<file path="config.mk">
export PLATFORM = sky130hd
export DESIGN_NAME = seq_detect_param
export DESIGN_NICKNAME = d
export VERILOG_FILES = /design/src/rtl/seq_detect_param.sv
export SDC_FILE = /design/constraint.sdc
export NUM_CORES = 1
export LEC_CHECK = 0
export BUFFER_PORTS_ARGS = -buffer_cell sky130_fd_sc_hd__buf_2
export CAP_MARGIN = 20
export CELL_PAD_IN_SITES_DETAIL_PLACEMENT = 0
export CELL_PAD_IN_SITES_GLOBAL_PLACEMENT = 1
export CORE_MARGIN = 2
export CORE_UTILIZATION = 30
export DETAILED_ROUTE_END_ITERATION = 8
export PLACE_DENSITY = 0.65
export SYNTH_ARGS = -nofsm -noshare
export SYNTH_HDL_FRONTEND = slang
export SYNTH_SLANG_ARGS = --single-unit
</file>
<file path="constraint.sdc">
create_clock -name clk -period 1.95 [get_ports clk]
set_input_delay 0.195 -clock clk [delete_from_list [all_inputs] [get_ports clk]]
set_output_delay 0.195 -clock clk [all_outputs]
set_load 0.02 [all_outputs]
</file>
<file path="src/rtl/seq_detect_param.sv">
// Parametrised serial pattern detector with run-time pattern load, overlap select and saturating match counter.
// detect is combinational in the cycle the final bit is presented; no backpressure, bits arrive under din_valid.
module seq_detect_param #(
    parameter int                 PAT_LEN   = 4,
    parameter int                 CNT_W     = 8,
    parameter logic [PAT_LEN-1:0] PAT_RESET = PAT_LEN'(4'b1010)
) (
    input  logic               clk,
    input  logic               reset,
    input  logic               din_valid,
    input  logic               din,
    input  logic               pat_load,
    input  logic [PAT_LEN-1:0] pat_in,
    input  logic               overlap_en,
    input  logic               count_clr,
    output logic               detect,
    output logic [CNT_W-1:0]   match_count
);

    localparam int                FILL_W   = $clog2(PAT_LEN);
    localparam logic [FILL_W-1:0] FILL_MAX = FILL_W'(PAT_LEN - 1);

    logic [PAT_LEN-1:0] pat_r;
    logic [PAT_LEN-2:0] hist;
    logic [PAT_LEN-2:0] hist_shift;
    logic [FILL_W-1:0]  fill;
    logic               accept;
    logic               match;

    assign accept = din_valid & ~pat_load & ~reset;
    assign match  = accept && (fill == FILL_MAX) && ({hist, din} == pat_r);
    assign detect = match;

    // With a 2-bit pattern the history is a single bit, so there is nothing to shift through.
    generate
        if (PAT_LEN == 2) begin : g_hist_one
            assign hist_shift = din;
        end else begin : g_hist_shift
            assign hist_shift = {hist[PAT_LEN-3:0], din};
        end
    endgenerate

    always_ff @(posedge clk) begin
        if (reset) begin
            pat_r <= PAT_RESET;
            hist  <= '0;
            fill  <= '0;
        end else if (pat_load) begin
            pat_r <= pat_in;
            hist  <= '0;
            fill  <= '0;
        end else if (accept) begin
            if (match && !overlap_en) begin
                hist <= '0;
                fill <= '0;
            end else begin
                hist <= hist_shift;
                if (fill != FILL_MAX)
                    fill <= fill + FILL_W'(1);
            end
        end
    end

    // Clear wins over a simultaneous detect; the count sticks at all-ones.
    always_ff @(posedge clk) begin
        if (reset)
            match_count <= '0;
        else if (count_clr)
            match_count <= '0;
        else if (match && !(&match_count))
            match_count <= match_count + CNT_W'(1);
    end

endmodule

</file>
==> flow_metrics.env <==
export IMPL_tightest_slew_ns=0.3610
export IMPL_totalNegativeSetupSlack_ns=0
export IMPL_max_freq_ghz=0.5539
export IMPL_via_count=704
export IMPL_post_dp_hpwl_um=1302
export IMPL_comb_power_share_pct=9.2
export IMPL_wirelength_um=1683
export IMPL_fp_dieH_um=56.35
export IMPL_vdd_drop_max_mv=0.3546
export IMPL_power_frac_seq_pct=60.0
export IMPL_fin_crit_sh_pct=92.58
export IMPL_worst_setup_path_start_kind="flip-flop"
export IMPL_dr_pass1_iters=4
export IMPL_finClkSkew_ns=0.009788
export IMPL_synthCells=87
export IMPL_grt_overflow=0
export IMPL_cts_tree="built"
export IMPL_status="complete, no violations"
export IMPL_preCtsSetupSlack_ns=0.1513
export IMPL_p_per_area_nw_per_um2=596.5
export IMPL_ios=20
export IMPL_regToRegSetupSlack_ns=0.14
export IMPL_hold_path_cell_count=2
export IMPL_clk_pin_slew_ns=0.10
export IMPL_wl_per_cell_um=11.85
export IMPL_path_cells="xor2_1, nor4_4, nand4_2, buf_4, or3_1, a21oi_1"
export IMPL_internal_power_w=0.0004574
export IMPL_portBuffers=19
export IMPL_slew_violations=0
export IMPL_drtIter0Drc=16
export IMPL_period_minus_slack_ns=1.805
export IMPL_grtUsageTotal_pct=11.26
export IMPL_critPathKind="flip-flop to flip-flop"
export IMPL_cp_slowest_cell="dfxtp_1"
export IMPL_grt_pass1_vias=661
export IMPL_clockBufferDepth=2
export IMPL_netSwitchingFraction_pct=23.68
export IMPL_rr_worst_depth=6
export IMPL_slew_headroom_pct=75.75
export IMPL_min_delay_path_class="input port to flip-flop"
export IMPL_die_x_um=56.35
export IMPL_ctsResizeCount=0
export IMPL_drc=0
export IMPL_clk_latency_ns=0.29
export IMPL_drive_gt1_share_pct=31.25
export IMPL_critical_path_top_delay_family="simple AND/OR/NAND/NOR gates"
export IMPL_path_max_fanout=9
export IMPL_place_congestion=0.7229
export IMPL_root_buffer="clkbuf_4"
export IMPL_numCtsBuffers=3
export IMPL_drv_cap=0
export IMPL_rows=18
export IMPL_p_clk_share_pct=30.8
export IMPL_final_cell_mix="buf_2, dfxtp_1, a21oi_1, nor2_1, buf_4"
export IMPL_switchingPower_w=0.0001419
export IMPL_endpoint_kind="flip-flop"
export IMPL_grt_antenna_before_repair=0
export IMPL_synth_avg_cell_area_um2=9.449
export IMPL_crit_required_ns=2.18
export IMPL_synth_seq_cells=17
export IMPL_core_um2=2545
export IMPL_cp_buffers_inverters=1
export IMPL_syn2layout_area_growth_pct=22.22
export IMPL_synth_distinct_cells=28
export IMPL_vias_per_cell=4.958
export IMPL_diodes=0
export IMPL_clkSinkCount=17
export IMPL_grt_first_pass_wirelength_um=2842
export IMPL_rsz0062_at_grt="yes"
export IMPL_setup_viol=0
export IMPL_grt_max_degree=11
export IMPL_max_stage_delay_ns=0.35
export IMPL_dieArea_um2=3175
export IMPL_ant_nets=0
export IMPL_initial_utilization_pct=32.30
export IMPL_synth_area_um2=822.0
export IMPL_syn_num_nets=100
export IMPL_final_common_cell="buf_2"
export IMPL_setup_slack_ns=0.1448
export IMPL_synth_warnings=0
export IMPL_h_tree_depth=1
export IMPL_leakage_nw=0.4202
export IMPL_finalHoldViolCount=0
export IMPL_seq_area_frac_synth_pct=41.40
export IMPL_crit_cells=6
export IMPL_critPathArrivalTime_ns=2.04
export IMPL_fillers=288
export IMPL_fin_nets=126
## power by group through the flow
stage | combinational [W] | clock (W) | sequential [W]
floorplan | 0.0000353 | 0 | 0.000366
global placement | 0.0000553 | 0 | 0.000367
detailed placement | 0.0000554 | 0 | 0.000368
CTS | 0.0000560 | 0.000196 | 0.000360
global route | 0.0000621 | 0.000214 | 0.000361
finish | 0.0000551 | 0.000185 | 0.000359
## timing repair
| item | in CTS | in global routing |
|---|---|---|
| endpoints found under the setup margin | 0 | 1 |
| hold buffers | 0 | 0 |
| setup buffers | 0 | 0 |
## final cells by class
| cell class | instances | area [um2] | area share, % |
|---|---|---|---|
| clock inverter | 1 | 5.005 | 0.4981 |
| multi-input combinational | 64 | 451.7 | 44.96 |
| timing repair buffer | 25 | 140.1 | 13.95 |
| inverter | 2 | 7.507 | 0.7472 |
| tap | 30 | 37.54 | 3.736 |
| sequential | 17 | 340.3 | 33.87 |
| clock buffer | 3 | 22.52 | 2.242 |
## through the flow
stage | instance area (um2) | total power, W | util (%) | hold slack [ns] | instances
after floorplan | 822.0 | 0.0004016 | - | 0.3174 | 87
after global placement | 977.2 | 0.0004226 | 38.40 | 0.4039 | 138
after detailed placement | 977.2 | 0.0004230 | 38.40 | 0.4087 | 138
after CTS | 1005 | 0.0006117 | 39.48 | 0.1050 | 142
after global routing | 1005 | 0.0006366 | 39.48 | 0.09756 | 142
final | 1005 | 0.0005993 | 39.48 | 0.1168 | 142
## Yosys cell counts
cell / count / area (um2)
dfxtp_1: 17 / 340.3
a21oi_1: 8 / 40.04
nor2_1: 7 / 26.28
nand2_1: 5 / 18.77
or3_1: 5 / 31.28
xor2_1: 5 / 43.79
mux2i_1: 4 / 40.04
o21ai_0: 4 / 20.02
a32o_1: 3 / 30.03
nor3_1: 3 / 15.01
a211o_1: 2 / 17.52
buf_1: 2 / 7.510
ha_1: 2 / 25.02
inv_1: 2 / 7.510
nor2b_1: 2 / 12.51
o31ai_1: 2 / 15.01
or2_2: 2 / 12.51
or4_1: 2 / 15.01
and4_1: 1 / 8.760
buf_6: 1 / 11.26
clkbuf_1: 1 / 3.750
nand3_1: 1 / 5.000
nand4_1: 1 / 6.260
nand4_2: 1 / 12.51
nor3b_1: 1 / 7.510
nor3b_4: 1 / 18.77
nor4_4: 1 / 21.27
or3b_2: 1 / 8.760
## final timing paths
path,from,endpoint
max,hist[0],match_count[5]
min,pat_in[1],pat_r[1]
max reg2reg,hist[0],match_count[5]
min reg2reg,hist[2],hist[2]
## per-layer routing
metal  routed length, um  track usage (%)  vias to the layer above
met4                   0            2.721                        0
met3                 116            4.147                        0
met1                 768            13.97                      315
met5                   0                0                        -
met2                 797            18.49                       21
li1                    -                -                      368
## cell families after synthesis
logic type | after synthesis | share of synthesized area, %
simple gates | 34 | 26.79
compound gates | 19 | 14.92
flops | 17 | 41.40
buf+inv | 6 | 3.653
xor+xnor | 5 | 5.327
mux | 4 | 4.871
fa+ha+maj | 2 | 3.044
## flip-flops by register name, indices dropped and copies added, names as in the netlist
signal	cells
match_count	8
pat_r	4
hist	3
fill	2
## worst reg2reg max path, cell delays in order, from the launching register on
cell and delay [ns]:
dfxtp_1 0.35, xor2_1 0.19, nor4_4 0.29, nand4_2 0.23, buf_4 0.22, or3_1 0.34
a21oi_1 0.13
Power figures use the tool's default switching activity.
